[src/rtl/vga_sprite_engine_if.sv]
// Pixel, motion-control and configuration signals between the VGA timing
// path / processor wrapper and the sprite engine.
interface vga_sprite_engine_if #(
  parameter int NUM_SPRITES = 4,
  parameter int X_WIDTH     = 10,
  parameter int Y_WIDTH     = 9,
  parameter int COLOR_BITS  = 12
);
  localparam int SEL_W = $clog2(NUM_SPRITES);

  logic                             frame_tick;
  logic                             active;
  logic [X_WIDTH-1:0]               x;
  logic [Y_WIDTH-1:0]               y;
  logic [COLOR_BITS-1:0]            bg_color;
  logic [4*NUM_SPRITES-1:0]         dir;
  logic                             cfg_we;
  logic [SEL_W-1:0]                 cfg_sel;
  logic [2:0]                       cfg_field;
  logic [X_WIDTH+Y_WIDTH-1:0]       cfg_data;
  logic [COLOR_BITS-1:0]            rgb;
  logic                             hit_valid;
  logic [SEL_W-1:0]                 hit_idx;
  logic [NUM_SPRITES-1:0]           coll_flags;
  logic [X_WIDTH*NUM_SPRITES-1:0]   pos_x;
  logic [Y_WIDTH*NUM_SPRITES-1:0]   pos_y;

  modport master (
    output frame_tick, active, x, y, bg_color, dir,
           cfg_we, cfg_sel, cfg_field, cfg_data,
    input  rgb, hit_valid, hit_idx, coll_flags, pos_x, pos_y
  );

  modport slave (
    input  frame_tick, active, x, y, bg_color, dir,
           cfg_we, cfg_sel, cfg_field, cfg_data,
    output rgb, hit_valid, hit_idx, coll_flags, pos_x, pos_y
  );
endinterface

[src/rtl/vga_sprite_engine.sv]
// N-sprite renderer: per-sprite registers, once-per-frame motion (manual or
// bounce), fixed-priority compositing and per-frame overlap flags.
module vga_sprite_engine #(
  parameter int NUM_SPRITES = 4,
  parameter int X_WIDTH     = 10,
  parameter int Y_WIDTH     = 9,
  parameter int COLOR_BITS  = 12
) (
  input logic                clk,
  input logic                reset,
  vga_sprite_engine_if.slave bus
);
  localparam int SEL_W = $clog2(NUM_SPRITES);
  localparam int CW    = ((X_WIDTH > Y_WIDTH) ? X_WIDTH : Y_WIDTH) + 2;

  logic [X_WIDTH-1:0]    x0_q [NUM_SPRITES], x0_d [NUM_SPRITES];
  logic [X_WIDTH-1:0]    w_q [NUM_SPRITES], w_d [NUM_SPRITES];
  logic [X_WIDTH-1:0]    xmin_q [NUM_SPRITES], xmin_d [NUM_SPRITES];
  logic [X_WIDTH-1:0]    xmax_q [NUM_SPRITES], xmax_d [NUM_SPRITES];
  logic [X_WIDTH-1:0]    vx_q [NUM_SPRITES], vx_d [NUM_SPRITES];
  logic [Y_WIDTH-1:0]    y0_q [NUM_SPRITES], y0_d [NUM_SPRITES];
  logic [Y_WIDTH-1:0]    h_q [NUM_SPRITES], h_d [NUM_SPRITES];
  logic [Y_WIDTH-1:0]    ymin_q [NUM_SPRITES], ymin_d [NUM_SPRITES];
  logic [Y_WIDTH-1:0]    ymax_q [NUM_SPRITES], ymax_d [NUM_SPRITES];
  logic [Y_WIDTH-1:0]    vy_q [NUM_SPRITES], vy_d [NUM_SPRITES];
  logic [COLOR_BITS-1:0] color_q [NUM_SPRITES], color_d [NUM_SPRITES];
  logic [NUM_SPRITES-1:0] mode_q, mode_d, en_q, en_d;

  logic [X_WIDTH-1:0]    mot_x [NUM_SPRITES], mot_vx [NUM_SPRITES];
  logic [Y_WIDTH-1:0]    mot_y [NUM_SPRITES], mot_vy [NUM_SPRITES];
  logic [NUM_SPRITES-1:0] hit, contrib;
  logic [NUM_SPRITES-1:0] acc_q, acc_d, coll_q, coll_d;
  logic [COLOR_BITS-1:0] rgb_q, rgb_d;
  logic                  hit_valid_q, hit_valid_d;
  logic [SEL_W-1:0]      hit_idx_q, hit_idx_d, win;

  // An inverted region (hi < lo) always resolves to the region minimum.
  function automatic logic signed [CW-1:0] clamp_range(
    input logic signed [CW-1:0] v, input logic signed [CW-1:0] lo,
    input logic signed [CW-1:0] hi);
    if (hi < lo)      clamp_range = lo;
    else if (v < lo)  clamp_range = lo;
    else if (v > hi)  clamp_range = hi;
    else              clamp_range = v;
  endfunction

  function automatic logic signed [CW-1:0] bounce_pos(
    input logic signed [CW-1:0] p, input logic signed [CW-1:0] v,
    input logic signed [CW-1:0] lo, input logic signed [CW-1:0] hi);
    if (p + v < lo)      bounce_pos = lo;
    else if (p + v > hi) bounce_pos = (hi < lo) ? lo : hi;
    else                 bounce_pos = p + v;
  endfunction

  function automatic logic bounce_flip(
    input logic signed [CW-1:0] p, input logic signed [CW-1:0] v,
    input logic signed [CW-1:0] lo, input logic signed [CW-1:0] hi);
    bounce_flip = (p + v < lo) || (p + v > hi);
  endfunction

  for (genvar i = 0; i < NUM_SPRITES; i++) begin : g_sprite
    logic [3:0]             d;
    logic signed [CW-1:0]   sx, sy, px, py, vxs, vys, lox, hix, loy, hiy;
    logic [X_WIDTH-1:0]     nx, nvx;
    logic [Y_WIDTH-1:0]     ny, nvy;

    assign d   = bus.dir[4*i +: 4];
    assign px  = CW'(x0_q[i]);
    assign py  = CW'(y0_q[i]);
    assign vxs = CW'($signed(vx_q[i]));
    assign vys = CW'($signed(vy_q[i]));
    assign sx  = CW'(vx_q[i][X_WIDTH-1] ? 4'(-vx_q[i]) : vx_q[i][3:0]);
    assign sy  = CW'(vy_q[i][Y_WIDTH-1] ? 4'(-vy_q[i]) : vy_q[i][3:0]);
    assign lox = CW'(xmin_q[i]);
    assign hix = CW'(xmax_q[i]) - CW'(w_q[i]);
    assign loy = CW'(ymin_q[i]);
    assign hiy = CW'(ymax_q[i]) - CW'(h_q[i]);

    // Edge sums carry one extra bit so sprites at the far edge never wrap.
    assign hit[i] = en_q[i]
                 && (bus.x >= x0_q[i])
                 && ({1'b0, bus.x} < {1'b0, x0_q[i]} + {1'b0, w_q[i]})
                 && (bus.y >= y0_q[i])
                 && ({1'b0, bus.y} < {1'b0, y0_q[i]} + {1'b0, h_q[i]});

    always_comb begin
      nx  = x0_q[i];
      nvx = vx_q[i];
      ny  = y0_q[i];
      nvy = vy_q[i];
      if (bus.frame_tick && en_q[i]) begin
        if (mode_q[i]) begin
          nx = X_WIDTH'(bounce_pos(px, vxs, lox, hix));
          ny = Y_WIDTH'(bounce_pos(py, vys, loy, hiy));
          if (bounce_flip(px, vxs, lox, hix)) nvx = -vx_q[i];
          if (bounce_flip(py, vys, loy, hiy)) nvy = -vy_q[i];
        end else begin
          nx = X_WIDTH'(clamp_range(px + (d[0] ? sx : '0) - (d[1] ? sx : '0), lox, hix));
          ny = Y_WIDTH'(clamp_range(py + (d[2] ? sy : '0) - (d[3] ? sy : '0), loy, hiy));
        end
      end
    end

    assign mot_x[i]  = nx;
    assign mot_vx[i] = nvx;
    assign mot_y[i]  = ny;
    assign mot_vy[i] = nvy;
    assign bus.pos_x[i*X_WIDTH +: X_WIDTH] = x0_q[i];
    assign bus.pos_y[i*Y_WIDTH +: Y_WIDTH] = y0_q[i];
  end

  // A config write overrides only the addressed field; motion fills the rest.
  always_comb begin
    x0_d = mot_x;  vx_d = mot_vx;  y0_d = mot_y;  vy_d = mot_vy;
    w_d = w_q;  h_d = h_q;  xmin_d = xmin_q;  ymin_d = ymin_q;
    xmax_d = xmax_q;  ymax_d = ymax_q;  color_d = color_q;
    mode_d = mode_q;  en_d = en_q;
    if (bus.cfg_we) begin
      for (int i = 0; i < NUM_SPRITES; i++) begin
        if (bus.cfg_sel == SEL_W'(i)) begin
          case (bus.cfg_field)
            3'd0: begin x0_d[i] = bus.cfg_data[X_WIDTH-1:0]; y0_d[i] = bus.cfg_data[X_WIDTH +: Y_WIDTH]; end
            3'd1: begin w_d[i] = bus.cfg_data[X_WIDTH-1:0]; h_d[i] = bus.cfg_data[X_WIDTH +: Y_WIDTH]; end
            3'd2: begin xmin_d[i] = bus.cfg_data[X_WIDTH-1:0]; ymin_d[i] = bus.cfg_data[X_WIDTH +: Y_WIDTH]; end
            3'd3: begin xmax_d[i] = bus.cfg_data[X_WIDTH-1:0]; ymax_d[i] = bus.cfg_data[X_WIDTH +: Y_WIDTH]; end
            3'd4: begin vx_d[i] = bus.cfg_data[X_WIDTH-1:0]; vy_d[i] = bus.cfg_data[X_WIDTH +: Y_WIDTH]; end
            3'd5: begin
              color_d[i] = bus.cfg_data[COLOR_BITS-1:0];
              mode_d[i]  = bus.cfg_data[COLOR_BITS];
              en_d[i]    = bus.cfg_data[COLOR_BITS+1];
            end
            default: ;
          endcase
        end
      end
    end
  end

  always_comb begin
    win         = '0;
    rgb_d       = '0;
    hit_valid_d = 1'b0;
    hit_idx_d   = '0;
    for (int i = NUM_SPRITES - 1; i >= 0; i--) begin
      if (hit[i]) win = SEL_W'(i);
    end
    if (bus.active) begin
      if (|hit) begin
        rgb_d       = color_q[win];
        hit_valid_d = 1'b1;
        hit_idx_d   = win;
      end else begin
        rgb_d = bus.bg_color;
      end
    end
    // Only pixels covered by two or more sprites count as a collision.
    contrib = (bus.active && ((hit & (hit - NUM_SPRITES'(1))) != '0)) ? hit : '0;
    acc_d   = bus.frame_tick ? '0 : (acc_q | contrib);
    coll_d  = bus.frame_tick ? (acc_q | contrib) : coll_q;
  end

  always_ff @(posedge clk or negedge reset) begin
    if (!reset) begin
      for (int i = 0; i < NUM_SPRITES; i++) begin
        x0_q[i] <= '0;  w_q[i] <= '0;  xmin_q[i] <= '0;  xmax_q[i] <= '0;  vx_q[i] <= '0;
        y0_q[i] <= '0;  h_q[i] <= '0;  ymin_q[i] <= '0;  ymax_q[i] <= '0;  vy_q[i] <= '0;
        color_q[i] <= '0;
      end
      mode_q      <= '0;
      en_q        <= '0;
      acc_q       <= '0;
      coll_q      <= '0;
      rgb_q       <= '0;
      hit_valid_q <= 1'b0;
      hit_idx_q   <= '0;
    end else begin
      x0_q <= x0_d;  w_q <= w_d;  xmin_q <= xmin_d;  xmax_q <= xmax_d;  vx_q <= vx_d;
      y0_q <= y0_d;  h_q <= h_d;  ymin_q <= ymin_d;  ymax_q <= ymax_d;  vy_q <= vy_d;
      color_q     <= color_d;
      mode_q      <= mode_d;
      en_q        <= en_d;
      acc_q       <= acc_d;
      coll_q      <= coll_d;
      rgb_q       <= rgb_d;
      hit_valid_q <= hit_valid_d;
      hit_idx_q   <= hit_idx_d;
    end
  end

  assign bus.rgb        = rgb_q;
  assign bus.hit_valid  = hit_valid_q;
  assign bus.hit_idx    = hit_idx_q;
  assign bus.coll_flags = coll_q;
endmodule
[src/flat_wrapper.sv]
// flat-port wrapper written by rule: the top's interface ports become plain ports
module vga_sprite_engine_flat 
#(
  parameter int NUM_SPRITES = 4,
  parameter int X_WIDTH     = 10,
  parameter int Y_WIDTH     = 9,
  parameter int COLOR_BITS  = 12
)
  (clk, reset, bus_frame_tick, bus_active, bus_x, bus_y, bus_bg_color, bus_dir, bus_cfg_we, bus_cfg_sel, bus_cfg_field, bus_cfg_data, bus_rgb, bus_hit_valid, bus_hit_idx, bus_coll_flags, bus_pos_x, bus_pos_y);
  vga_sprite_engine_if #(.NUM_SPRITES(NUM_SPRITES), .X_WIDTH(X_WIDTH), .Y_WIDTH(Y_WIDTH), .COLOR_BITS(COLOR_BITS)) bus_i ();
  input logic clk;
  input logic reset;
  input wire logic [$bits(bus_i.frame_tick)-1:0] bus_frame_tick;
  input wire logic [$bits(bus_i.active)-1:0] bus_active;
  input wire logic [$bits(bus_i.x)-1:0] bus_x;
  input wire logic [$bits(bus_i.y)-1:0] bus_y;
  input wire logic [$bits(bus_i.bg_color)-1:0] bus_bg_color;
  input wire logic [$bits(bus_i.dir)-1:0] bus_dir;
  input wire logic [$bits(bus_i.cfg_we)-1:0] bus_cfg_we;
  input wire logic [$bits(bus_i.cfg_sel)-1:0] bus_cfg_sel;
  input wire logic [$bits(bus_i.cfg_field)-1:0] bus_cfg_field;
  input wire logic [$bits(bus_i.cfg_data)-1:0] bus_cfg_data;
  output wire logic [$bits(bus_i.rgb)-1:0] bus_rgb;
  output wire logic [$bits(bus_i.hit_valid)-1:0] bus_hit_valid;
  output wire logic [$bits(bus_i.hit_idx)-1:0] bus_hit_idx;
  output wire logic [$bits(bus_i.coll_flags)-1:0] bus_coll_flags;
  output wire logic [$bits(bus_i.pos_x)-1:0] bus_pos_x;
  output wire logic [$bits(bus_i.pos_y)-1:0] bus_pos_y;
  assign bus_i.frame_tick = bus_frame_tick;
  assign bus_i.active = bus_active;
  assign bus_i.x = bus_x;
  assign bus_i.y = bus_y;
  assign bus_i.bg_color = bus_bg_color;
  assign bus_i.dir = bus_dir;
  assign bus_i.cfg_we = bus_cfg_we;
  assign bus_i.cfg_sel = bus_cfg_sel;
  assign bus_i.cfg_field = bus_cfg_field;
  assign bus_i.cfg_data = bus_cfg_data;
  assign bus_rgb = bus_i.rgb;
  assign bus_hit_valid = bus_i.hit_valid;
  assign bus_hit_idx = bus_i.hit_idx;
  assign bus_coll_flags = bus_i.coll_flags;
  assign bus_pos_x = bus_i.pos_x;
  assign bus_pos_y = bus_i.pos_y;
  vga_sprite_engine #(.NUM_SPRITES(NUM_SPRITES), .X_WIDTH(X_WIDTH), .Y_WIDTH(Y_WIDTH), .COLOR_BITS(COLOR_BITS)) u_core (.clk(clk), .reset(reset), .bus(bus_i));
endmodule
[config.mk]
export PLATFORM = sky130hd
export DESIGN_NAME = vga_sprite_engine_flat
export DESIGN_NICKNAME = d
export VERILOG_FILES = /design/src/rtl/vga_sprite_engine_if.sv /design/src/rtl/vga_sprite_engine.sv /design/src/flat_wrapper.sv
export SDC_FILE = /design/constraint.sdc
export NUM_CORES = 2
export LEC_CHECK = 0
export CAP_MARGIN = 20
export CELL_PAD_IN_SITES_DETAIL_PLACEMENT = 0
export CELL_PAD_IN_SITES_GLOBAL_PLACEMENT = 1
export CORE_MARGIN = 2
export CORE_UTILIZATION = 55
export DETAILED_ROUTE_END_ITERATION = 8
export DONT_BUFFER_PORTS = 1
export GPL_TIMING_DRIVEN = 1
export PLACE_DENSITY_LB_ADDON = 0.1
export SLEW_MARGIN = 25
export SYNTH_ARGS = -nofsm -noshare
export SYNTH_HDL_FRONTEND = slang
export SYNTH_SLANG_ARGS = --single-unit
[constraint.sdc]
create_clock -name clk -period 12.75 [get_ports clk]
set_clock_uncertainty 0.2 [all_clocks]
set_input_delay 2.55 -clock clk [delete_from_list [all_inputs] [get_ports clk]]
set_output_delay 2.55 -clock clk [all_outputs]
set_load 0.02 [all_outputs]
Word level (Yosys, flattened, before mapping). Index checks and enable logic that the tools add are counted.

Flip-flop bits (word level): 459. Latch bits: 0. RAM bits: 0. ROM bits: 0. Bits of input ports: 76. Output and inout bits: 95. Word-level logic and storage cells: 386. Memories kept: 0.

Add/sub/neg operators: 49. $mul: 0. Divide/modulo/power cells: 0. $lt $le $gt $ge: 57. Eq/ne operators: 8. Shifts and indexed selects: 0. Muxes and demuxes: 163. Bitwise logic cells: 3. Reductions and logical operators: 49.

Operators by type and width (count): two-way mux 10 bit (60); two-way mux 9 bit (60); two-way mux 12 bit (20); > comparator 12 x 11 -> 1 bit (8); < comparator 12 x 11 -> 1 bit (8); subtractor 12 bit (8); two-way mux 40 bit (2); two-way mux 36 bit (2); adder 10 x 12 -> 12 bit (4); adder 11 x 10 -> 12 bit (4); adder 9 x 12 -> 12 bit (4); > comparator 12 x 10 -> 1 bit (4); < comparator 12 x 10 -> 1 bit (4); AND reduction 3 bit (16); adder 10 x 10 -> 11 bit (4); adder 10 x 9 -> 11 bit (4); > comparator 11 x 10 -> 1 bit (4); < comparator 10 x 11 -> 1 bit (4); < comparator 11 x 10 -> 1 bit (4); < comparator 11 bit (4); subtractor 10 x 10 -> 11 bit (4); adder 9 x 9 -> 10 bit (4); greater-or-equal comparator 10 bit (4); < comparator 10 bit (4); 25 further kinds (85).

Longest topological paths before layout.
Depth in word-level cells: 15. Depth in mapped cells: 26. Mapped depth without buffers: 24.

Worst setup path after synthesis. OpenSTA, ideal clock, no wires.

Kind: input to register. Start point: input bus_dir[13]. End point: register u_core.x0_q (netlist bit u_core.bus.pos_x[32]). Setup time: 121 ps. Arrival time: 6903 ps. Data required time: 12429 ps. Path slack: 5526 ps. Cell stages on the path: 18. Buffers on the path: 1. Cell sequence: and2_1 > fa_1 > inv_1 > fa_1 > a21o_1 > a21oi_1 > o21ai_0 > and2_1 > o311ai_1 > inv_1 > ha_1 > a2111o_1 > o21ai_0 > clkbuf_1 > mux2i_1 > mux2i_1 > a221o_1 > o22a_1.

RTL lines: start, declared (RTL line flat_wrapper.sv:18) `input wire logic [$bits(bus_i.dir)-1:0] bus_dir;`; end signal, assigned by index (RTL line vga_sprite_engine.sv:165) `x0_q[i] <= '0; w_q[i] <= '0; xmin_q[i] <= '0; xmax_q[i] <= '0; vx_q[i] <= '0;`; end signal, assigned (RTL line vga_sprite_engine.sv:177) `x0_q <= x0_d; w_q <= w_d; xmin_q <= xmin_d; xmax_q <= xmax_d; vx_q <= vx_d;`; end, declared (RTL line vga_sprite_engine.sv:16) `logic [X_WIDTH-1:0] x0_q [NUM_SPRITES], x0_d [NUM_SPRITES];`.

==> results_dict.tcl <==
set metrics [dict create \
    synth_edf_count 0 \
    numCtsBuffers 61 \
    end_kind "register" \
    syn_area_um2 49900 \
    grt_max_degree 460 \
    cp_max_fo 8 \
    global_route.usage.total_pct 35.8 \
    finalCriticalPeriod_ns 6.81 \
    final_core_util_pct 59.3 \
    cts_tree "built" \
    place_area_um2 51100 \
    vias 43809 \
    root_buffer "clkbuf_16" \
    fmax_mhz 147 \
    ys_ff_latch 459 \
    hold_buffers 0 \
    grt_setup_unrepaired "no" \
    yosysTopAreaCellShare_pct 23.0 \
    synth_area_leaders "dfrtp_1 (23%), ha_1 (22%), mux2_2 (5.9%)" \
    cts.clk_slew.worst_paths_ns 0.06 \
    drtIter0Drc 4054 \
    slew_headroom_pct 27.1 \
    cp_data_required_time_ns 13.13 \
    initial_core_util_pct 55.4 \
    worst-setup-path-type "primary input to register" \
    drive_gt1_share_pct 8.26 \
    ys_seq_area_share_pct 23.0 \
    reg2reg_from "u_core.g_sprite[1].vxs[1]" \
    drcViolationCount 0 \
    post_cts_resized 0 \
    final_cell_mix "ha_1 (872), inv_1 (520), dfrtp_1 (459), a21oi_1 (416), nor2_1 (398)" \
    final.setup.tns_ns 0 \
    grt_pass1_vias 41464 \
    cpMaxStageDelayCell "a31oi_1" \
    multiInputGateArea_um2 35800 \
    hold_viol_final 0 \
    hpwlAfterDp_um 127000 \
    maxCapViolCount 0 \
    cts_setup_buffers 0 \
    reg2regPathDepth 24 \
    fillers 8223 \
    worst-endpoint-arrival_ns 7.18 \
    num_io_pins 171 \
    crit_path_start_kind "primary input" \
    cp_slowest_stage_delay_ns 0.54 \
    ff2ff_setup_slack_ns 6.58 \
    wl_met1_um 77900 \
    hold_depth 2 \
    yosysWarnings 0 \
    synthCells 5726 \
    setup_viol 0 \
    mappedNetlistNets 6730 \
    dp.cells 6780 \
    die_y_um 305 \
    synth_cell_types 91 \
    port_buffers 0 \
    vias_per_cell 6.36 \
    routed.top_layer "met5" \
    async_flop_share_pct 100 \
    crit_buf_inv 3 \
    synth.avg_cell_area_um2 8.71 \
    die_area_um2 93100 \
    final_cells 6893 \
    holdPathEnd "u_core.g_sprite[1].loy[7]" \
    cts-htree-levels 2 \
    min_path_type "register to register" \
    overflow 0 \
    wl_met2_um 71600 \
    met3WireLength_um 14700 \
    tightest_slew_ns 1.09 \
    drtPass1Iterations 8 \
    totalWireLength_um 170000 \
    antenna_found_initial 10 \
    wire_per_inst_um 24.6 \
    yosys_most_used_dff "dfrtp_1" \
    status "complete, no violations" \
    crit_family "compound AO/OA/AOI/OAI gates" \
    hp-start "u_core.g_sprite[1].loy[7]" \
    clock_path_buffers 3 \
    r2r_end "u_core.bus.pos_x[10]" \
    die_w_um 305 \
    worstPathCellList "and2_1 > fa_1 > inv_1 > ha_1 > a21oi_1 > o211ai_1 > o41ai_1 > o21a_1 > xnor2_1 > inv_1 > ha_1 > and3_1 > o221ai_1 > a21oi_1 > o21ai_0 > a31oi_1 > buf_4 > nor2_1 > a211oi_1 > a211oi_1 > o41ai_1" \
    clock-sinks 459 \
    clk_latency_ns 0.70 \
    syn_to_final_growth_pct 6.96 \
    core-area_um2 90000 \
    grt_pass1_wl_um 257000 \
    num_rows 110 \
    fin_nets 6674 \
    postRouteAntennaNets 0 \
    fin_crit_sh_pct 53.4 \
    gp_congestion 0.990 \
    yosys.area.top_type "dfrtp_1" \
    slew_viol_final 0 \
    final_area_um2 53400 \
    final_common_cell "ha_1" \
    regArea_um2 11500 \
]
-- cell type report --
type,instances,share of cell area (%)
repair buffers,49,0.802
clock inverters,28,0.814
flip-flops and latches,459,21.5
clock buffers,81,3.25
diodes,1,0.00469
well taps,1176,2.76
inverters,520,3.66
multi-input cells,4579,67.2
-- worst reg2reg max path, stage by stage, from the launching register on --
cell and delay (ns):
dfrtp_1 0.43, or3_1 0.48, nand2_1 0.12, xnor2_1 0.17, and2_1 0.24, fa_1 0.50
inv_1 0.04, ha_1 0.37, nand3_1 0.10, o211ai_1 0.12, o41ai_1 0.44, o21a_1 0.24
xnor2_1 0.18, inv_1 0.11, ha_1 0.32, and3_1 0.20, o221ai_1 0.11, a21oi_1 0.13
o21ai_0 0.10, a31oi_1 0.54, buf_4 0.29, nor2_1 0.05, a211oi_1 0.21, a211oi_1 0.07
o41ai_1 0.31
-- logic make-up (layout without fill, tap and decap cells) --
group           Yosys count  after routing  synth area share, %
buf+inv                 688            678                 5.23
xor+xnor                311            311                 5.46
mux                     370            370                 8.08
flops                   459            459                 23.0
simple gates           1438           1438                 13.7
other cells               0              1                    0
fa+ha+maj               928            928                 24.1
compound gates         1532           1532                 20.3
-- how the worst max path moves through the flow --
stage	from	endpoint	depth (start not counted)
after floorplan	bus_dir[13]	u_core.bus.pos_x[32]	18
after global placement	bus_dir[3]	u_core.bus.pos_y[2]	20
after detailed placement	bus_dir[5]	u_core.bus.pos_x[10]	21
after CTS	bus_dir[5]	u_core.bus.pos_x[10]	21
after global routing	bus_dir[5]	u_core.bus.pos_x[10]	21
final	bus_dir[5]	u_core.bus.pos_x[10]	21
-- cell usage after synthesis, types with 67 or more instances --
| cell | number |
|---|---|
| o21ai_0 | 302 |
| mux2i_1 | 109 |
| nand3_1 | 114 |
| a211oi_1 | 67 |
| nor3_1 | 117 |
| o21a_1 | 72 |
| dfrtp_1 | 459 |
| nand2_1 | 371 |
| clkbuf_1 | 151 |
| inv_1 | 520 |
| a21oi_1 | 416 |
| a31oi_1 | 68 |
| xnor2_1 | 220 |
| nor2b_1 | 70 |
| xor2_1 | 91 |
| mux2_2 | 261 |
| nor2_1 | 405 |
| nand2b_1 | 98 |
| ha_1 | 872 |
| a21o_1 | 101 |
-- through the flow --
step | hold WS (ns) | setup slack [ns]
final | 0.290 | 5.94
after global routing | 0.315 | 5.64
after CTS | 0.288 | 5.99
after detailed placement | 0.274 | 5.28
after global placement | 0.265 | 5.34
after floorplan | 0.249 | 5.53
-- sequential cells by signal, indices dropped and copies added, names as in the netlist, 36 cells and up --
name and flops:
u_core.bus.pos_y 36, u_core.g_sprite.vys 36, u_core.g_sprite.lox 40, u_core.color_q 48, u_core.h_q 36, u_core.xmax_q 40
u_core.g_sprite.vxs 40, u_core.w_q 40, u_core.ymax_q 36, u_core.g_sprite.loy 36, u_core.bus.pos_x 40
-- layer usage --
metal | up-vias | track usage [%]
li1 | 20752 | -
met1 | 21102 | 51.6
met2 | 1660 | 54.1
met3 | 283 | 7.26
met4 | 12 | 10.4
met5 | - | 0
Power is not shown: default switching activity piles up to over one toggle a cycle in this logic, so the estimate is an artifact.
